<file path="src/rtl/fifo_pair_write_arbiter.sv">
// fifo_pair_write_arbiter
// Write-side scheduler for a FIFO that takes two words per write. Up to
// NUM_REQ single-word producers are arbitrated round-robin (at most two
// grants per cycle). Accepted words are packed into pairs, and one pair
// write is issued per cycle. A lone word waiting for its partner is padded
// out with PAD_WORD on Flush_in, or after FLUSH_TIMEOUT idle cycles.
//
// Optional build macro: PAIR_STATS_EN adds live Pair_count/Pad_count
// counters. Without it, both ports read as zero.
//
// Ports:
//   WClk          clock
//   Clear_in      synchronous active-high reset
//   Req_valid     per-requester word valid
//   Req_data      requester i data at [i*DATA_WIDTH +: DATA_WIDTH]
//   Req_ready     per-requester grant (combinational)
//   Flush_in      force out a held half-pair
//   Full_in       FIFO full; blocks all grants and writes
//   Data_out_1    older word of the pair
//   Data_out_2    newer word of the pair, or PAD_WORD
//   WriteEn_out_2 pair write strobe (registered)
//   Half_held     one word is waiting for its partner
//   Pair_count    number of pair writes issued (PAIR_STATS_EN)
//   Pad_count     number of padded writes issued (PAIR_STATS_EN)
module fifo_pair_write_arbiter #(
  parameter int                    DATA_WIDTH    = 8,
  parameter int                    NUM_REQ       = 4,
  parameter int                    FLUSH_TIMEOUT = 16,
  parameter logic [DATA_WIDTH-1:0] PAD_WORD      = {DATA_WIDTH{1'b1}}
) (
  input  logic                          WClk,
  input  logic                          Clear_in,
  input  logic [NUM_REQ-1:0]            Req_valid,
  input  logic [NUM_REQ*DATA_WIDTH-1:0] Req_data,
  output logic [NUM_REQ-1:0]            Req_ready,
  input  logic                          Flush_in,
  input  logic                          Full_in,
  output logic [DATA_WIDTH-1:0]         Data_out_1,
  output logic [DATA_WIDTH-1:0]         Data_out_2,
  output logic                          WriteEn_out_2,
  output logic                          Half_held,
  output logic [31:0]                   Pair_count,
  output logic [15:0]                   Pad_count
);

  localparam int PTR_W = $clog2(NUM_REQ);
  localparam int TMR_W = (FLUSH_TIMEOUT > 1) ? $clog2(FLUSH_TIMEOUT) : 1;

  typedef enum logic {ST_EMPTY = 1'b0, ST_HOLD = 1'b1} state_t;

  state_t                  state_r, state_s;
  logic [PTR_W-1:0]        rr_ptr_r, rr_ptr_s;
  logic [TMR_W-1:0]        timer_r, timer_s;
  logic [DATA_WIDTH-1:0]   half_r, half_s;
  logic [DATA_WIDTH-1:0]   d1_r, d1_s, d2_r, d2_s;
  logic                    wr_en_r, wr_en_s;
  logic [NUM_REQ-1:0]      grant_s;
  logic [PTR_W-1:0]        g0_s, g1_s, idx_s, last_s;
  logic [1:0]              k_s, acc_k_s;
  logic [DATA_WIDTH-1:0]   w0_s, w1_s;
  logic                    blocked_s, timer_hit_s;

  // Round-robin scan from rr_ptr: first two valid requesters are granted
  always_comb begin
    grant_s = '0;
    g0_s    = '0;
    g1_s    = '0;
    idx_s   = '0;
    k_s     = 2'd0;
    for (int off = 0; off < NUM_REQ; off++) begin
      idx_s = PTR_W'((int'(rr_ptr_r) + off) % NUM_REQ);
      if (Req_valid[idx_s] && (k_s != 2'd2)) begin
        if (k_s == 2'd0) begin
          g0_s = idx_s;
        end else begin
          g1_s = idx_s;
        end
        grant_s[idx_s] = 1'b1;
        k_s            = k_s + 2'd1;
      end else begin
        k_s = k_s;
      end
    end
  end

  // Backpressure and reset suppress every grant, so nothing is accepted
  assign blocked_s = Full_in | Clear_in;
  assign Req_ready = blocked_s ? '0 : grant_s;
  assign acc_k_s   = blocked_s ? 2'd0 : k_s;
  assign w0_s      = Req_data[g0_s*DATA_WIDTH +: DATA_WIDTH];
  assign w1_s      = Req_data[g1_s*DATA_WIDTH +: DATA_WIDTH];
  assign last_s    = (k_s == 2'd2) ? g1_s : g0_s;
  assign timer_hit_s = (FLUSH_TIMEOUT != 0) &&
                       (timer_r == TMR_W'(FLUSH_TIMEOUT - 1));

  // Pairing state machine: next state, next write, timer and pointer
  always_comb begin
    state_s  = state_r;
    half_s   = half_r;
    d1_s     = d1_r;
    d2_s     = d2_r;
    wr_en_s  = 1'b0;
    timer_s  = timer_r;
    rr_ptr_s = rr_ptr_r;
    if (acc_k_s != 2'd0) begin
      rr_ptr_s = PTR_W'((int'(last_s) + 1) % NUM_REQ);
    end else begin
      rr_ptr_s = rr_ptr_r;
    end
    // Everything, including pending flush/timeout pads, waits while full
    if (!Full_in) begin
      case (state_r)
        ST_EMPTY: begin
          if (acc_k_s == 2'd2) begin
            wr_en_s = 1'b1;
            d1_s    = w0_s;
            d2_s    = w1_s;
            timer_s = '0;
          end else if (acc_k_s == 2'd1) begin
            half_s  = w0_s;
            state_s = ST_HOLD;
            timer_s = '0;
          end else begin
            timer_s = timer_r;
          end
        end
        ST_HOLD: begin
          if (acc_k_s != 2'd0) begin
            // Real pairing wins over a simultaneous flush
            wr_en_s = 1'b1;
            d1_s    = half_r;
            d2_s    = w0_s;
            timer_s = '0;
            if (acc_k_s == 2'd2) begin
              half_s = w1_s;
            end else begin
              state_s = ST_EMPTY;
            end
          end else if (Flush_in || timer_hit_s) begin
            wr_en_s = 1'b1;
            d1_s    = half_r;
            d2_s    = PAD_WORD;
            state_s = ST_EMPTY;
            timer_s = '0;
          end else if (FLUSH_TIMEOUT != 0) begin
            timer_s = timer_r + TMR_W'(1);
          end else begin
            timer_s = timer_r;
          end
        end
        default: begin
          state_s = ST_EMPTY;
        end
      endcase
    end else begin
      timer_s = timer_r;
    end
  end

  // State and registered FIFO write port
  always_ff @(posedge WClk) begin
    if (Clear_in) begin
      state_r  <= ST_EMPTY;
      rr_ptr_r <= '0;
      timer_r  <= '0;
      half_r   <= '0;
      d1_r     <= '0;
      d2_r     <= '0;
      wr_en_r  <= 1'b0;
    end else begin
      state_r  <= state_s;
      rr_ptr_r <= rr_ptr_s;
      timer_r  <= timer_s;
      half_r   <= half_s;
      d1_r     <= d1_s;
      d2_r     <= d2_s;
      wr_en_r  <= wr_en_s;
    end
  end

  assign Data_out_1    = d1_r;
  assign Data_out_2    = d2_r;
  assign WriteEn_out_2 = wr_en_r;
  assign Half_held     = (state_r == ST_HOLD);

`ifdef PAIR_STATS_EN
  logic [31:0] pair_cnt_r;
  logic [15:0] pad_cnt_r;
  logic        pad_s;

  // A pad write is the only write issued from HOLD with nothing accepted
  assign pad_s = wr_en_s && (state_r == ST_HOLD) && (acc_k_s == 2'd0);

  // Counters advance on the same edge that raises the write strobe
  always_ff @(posedge WClk) begin
    if (Clear_in) begin
      pair_cnt_r <= 32'd0;
      pad_cnt_r  <= 16'd0;
    end else if (wr_en_s) begin
      pair_cnt_r <= pair_cnt_r + 32'd1;
      pad_cnt_r  <= pad_s ? (pad_cnt_r + 16'd1) : pad_cnt_r;
    end else begin
      pair_cnt_r <= pair_cnt_r;
      pad_cnt_r  <= pad_cnt_r;
    end
  end

  assign Pair_count = pair_cnt_r;
  assign Pad_count  = pad_cnt_r;
`else
  assign Pair_count = 32'd0;
  assign Pad_count  = 16'd0;
`endif

endmodule

</file>
<file path="config.mk">
export PLATFORM = sky130hd
export DESIGN_NAME = fifo_pair_write_arbiter
export DESIGN_NICKNAME = d
export VERILOG_FILES = /design/src/rtl/fifo_pair_write_arbiter.sv
export SDC_FILE = /design/constraint.sdc
export NUM_CORES = 1
export LEC_CHECK = 0
export BUFFER_PORTS_ARGS = -buffer_cell sky130_fd_sc_hd__buf_2
export CAP_MARGIN = 20
export CORE_MARGIN = 3
export CORE_UTILIZATION = 48
export CTS_CLUSTER_SIZE = 14
export DETAILED_ROUTE_END_ITERATION = 10
export PLACE_DENSITY_LB_ADDON = 0.25
export SYNTH_ARGS = -nofsm -noshare
export SYNTH_HDL_FRONTEND = slang
export SYNTH_SLANG_ARGS = --single-unit
</file>
<file path="constraint.sdc">
create_clock -name WClk -period 4.1 [get_ports WClk]
set_input_delay 0 -clock WClk [delete_from_list [all_inputs] [get_ports WClk]]
set_output_delay 0 -clock WClk [all_outputs]
set_load 0.02 [all_outputs]
</file>
==> qor.txt <==
Hold crit path type = in2reg
Final #Nets = 569
Post-synthesis cell count = 442
Routed Antenna Nets = 0
Unique masters post-synth = 68
CTS sink cnt = 32
Io pins = 110
Warnings, synthesis = 0
Final Non-Filler Cells = 614
Max FO, Critical Path = 9
Filler cell count = 654
Most frequent cells in the layout = 61 x buf_2, 48 x conb_1, 45 x mux2i_1, 40 x nor2_1, 34 x buf_4
Setup violators final = 0
First-pass GRT wire length = 16,300 microns
Vias per cell = 5.84
Main synth FF type = dfxtp_1
DRC = 0
RD Place Congestion = 0.974
1st-iter DRT viols = 207
# H-tree levels = 2
FF+latch count, synth = 32
Mux contribution to synthesized area = 18.0%
Clock Path Buffers = 2
Avg Inst Size Synth = 8.14 sq um
Post-synth EDFFs = 0
DP Cell Count = 598
Synth Area in XOR/XNOR = 1.22%
Worst-Skew Late Latency = 290 ps
Setup CP Type = reg2reg
Fmax = 258 MHz
Startpoint types = flip-flop
Simple-gate share of the synthesized area = 18.9%
RSZ-0062 raised after global routing = no
DIE WIDTH = 92.6 microns
WL final = 10,300 microns
Slew Limit Fails = 0
Slew @ Worst Pin = 681 ps
Mapped cell area = 3600 sq um
Row count = 30
DRT Pass-1 Iters = 7
Antenna violations before repair = 0
Area growth syn-to-layout = 14.3%
Die Ht = 92.6 microns
Cts bufs inserted = 5
Grt total ovfl = 0
Required time of the critical path = 4250 ps
Hold Slack = 106 ps
Initial Utilization = 51.3%
Worst setup EP type = flip-flop
Final Hold Fails = 0
Status = complete, no violations
CTS tree = yes
Die area = 8570 sq um
Sequential area share after synthesis = 17.8%
Final Cycle Share = 94.4%
Via count = 3,583
Largest family of logic cells by synthesized area = compound AO/OA/AOI/OAI gates
Compound-cell area share of the yosys netlist = 25.2%
MaxCap Viol Count = 0
Root Buffer = clkbuf_8
Most common cell after layout, fill and taps aside = buf_2
Largest net degree at the start of global routing = 25
Min cycle time layout = 3870 ps
Slew headroom = 54.3%
Placeable Area = 7020 sq um
Critical path arrival = 4020 ps
GRT Overall Usage = 23.3%
Share of cells above drive strength 1 = 27.8%
Clock skew = 6.87 ps
Dpl hpwl = 7570 microns
Adder-cell area share of the yosys netlist = 3.82%
CTS clk-pin slew, worst paths = 70 ps
DR WL/cell = 16.8 microns
Async set-reset flop share out of synthesis = 0%
Number of antenna cells inserted = 0
Vias in the first global route = 3,442
# port buffers = 61
==> path summary, 6_finish.rpt <==
path                                     from  cells past startpoint       endpoint  slack [ps]
worst min register to register  Data_out_1[3]                      2  Data_out_1[3]         470
worst min-delay path             Req_data[25]                      3  Data_out_2[1]         110
worst max register to register    rr_ptr_r[0]                     15  Data_out_1[6]         230
worst max-delay path              rr_ptr_r[0]                     15  Data_out_1[6]         230
==> cell type report <==
cell class | count | area (sq um) | share of cell area, %
Tap cell | 96 | 120 | 2.92
Clock buffer | 6 | 72.6 | 1.76
Inverter | 9 | 33.8 | 0.821
Sequential cell | 32 | 642 | 15.6
Timing Repair Buffer | 95 | 561 | 13.6
Clock inverter | 1 | 5.00 | 0.122
Multi-Input combinational cell | 375 | 2680 | 65.1
==> synthesized netlist by cell type (8+ instances only) <==
| cell type | count | area share (%) |
|---|---|---|
| a21oi_1 | 23 | 3.2 |
| buf_4 | 52 | 11 |
| clkbuf_1 | 10 | 1.0 |
| dfxtp_1 | 32 | 18 |
| ha_1 | 11 | 3.8 |
| inv_1 | 9 | 0.94 |
| mux2i_1 | 45 | 13 |
| nand2_1 | 30 | 3.1 |
| nand2b_1 | 8 | 1.4 |
| nand3_1 | 11 | 1.5 |
| nor2_1 | 42 | 4.4 |
| nor3_1 | 8 | 1.1 |
| o211ai_1 | 10 | 2.1 |
| o21ai_0 | 15 | 2.1 |
==> critical path, stage by stage (launching register included) <==
cell and delay (ps):
dfxtp_2 380, inv_1 100, ha_4 310, mux4_2 320, ha_2 230, or2_1 270, o22ai_4 170, xnor2_1 140
ha_1 230, inv_1 110, or4_1 580, o31ai_4 180, buf_4 240, nor2_1 50, a211oi_1 310, o41ai_2 120
==> logic make-up (layout without fill, tap and decap cells) <==
kind of cell	Yosys count	in the layout
and+or+nand+nor	136	136
xor gates and xnor gates	5	5
AOI/OAI and AO/OA	117	117
DFF	32	32
other	1	48
muxes	58	58
adders and majority gates	11	11
buffers and inverters	82	111
==> stage by stage <==
step                      util [%]  setup slack, ps  area (sq um)  TNS [ps]
final                         58.6              231          4110         0
after global placement        55.8             50.2          3920         0
after CTS                     57.0             3.86          4000         0
after floorplan                  -             9.40          3810         0
after global routing          58.6             12.9          4110         0
after detailed placement      55.8            -67.0          3920      -257
==> registers in the layout (all words and copies together) (netlist names) <==
name and count:
Data_out_1 8, half_r 8, WriteEn_out_2 1, Data_out_2 8, rr_ptr_r 2, timer_r 4, Half_held 1
==> timing repair <==
item	4_1_cts	5_1_grt
pin swaps	0	2
gates resized for setup	2	10
hold buffers	0	0
endpoints found under the setup margin	8	25
setup buffers	0	9
hold endpoints to repair	0	0
==> layer usage <==
| metal | part of all wire, % | vias up | track usage (%) |
|---|---|---|---|
| met1 | 42 | 1718 | 29.3 |
| met3 | 6.3 | 19 | 3.41 |
| li1 | - | 1691 | - |
| met4 | 1.9 | 0 | 8.91 |
| met5 | 0 | - | 0 |
| met2 | 50 | 155 | 39.9 |
Power is left out: the tool's default activity adds up to more than one toggle a clock period on the data nets, which glitch-free logic cannot reach.
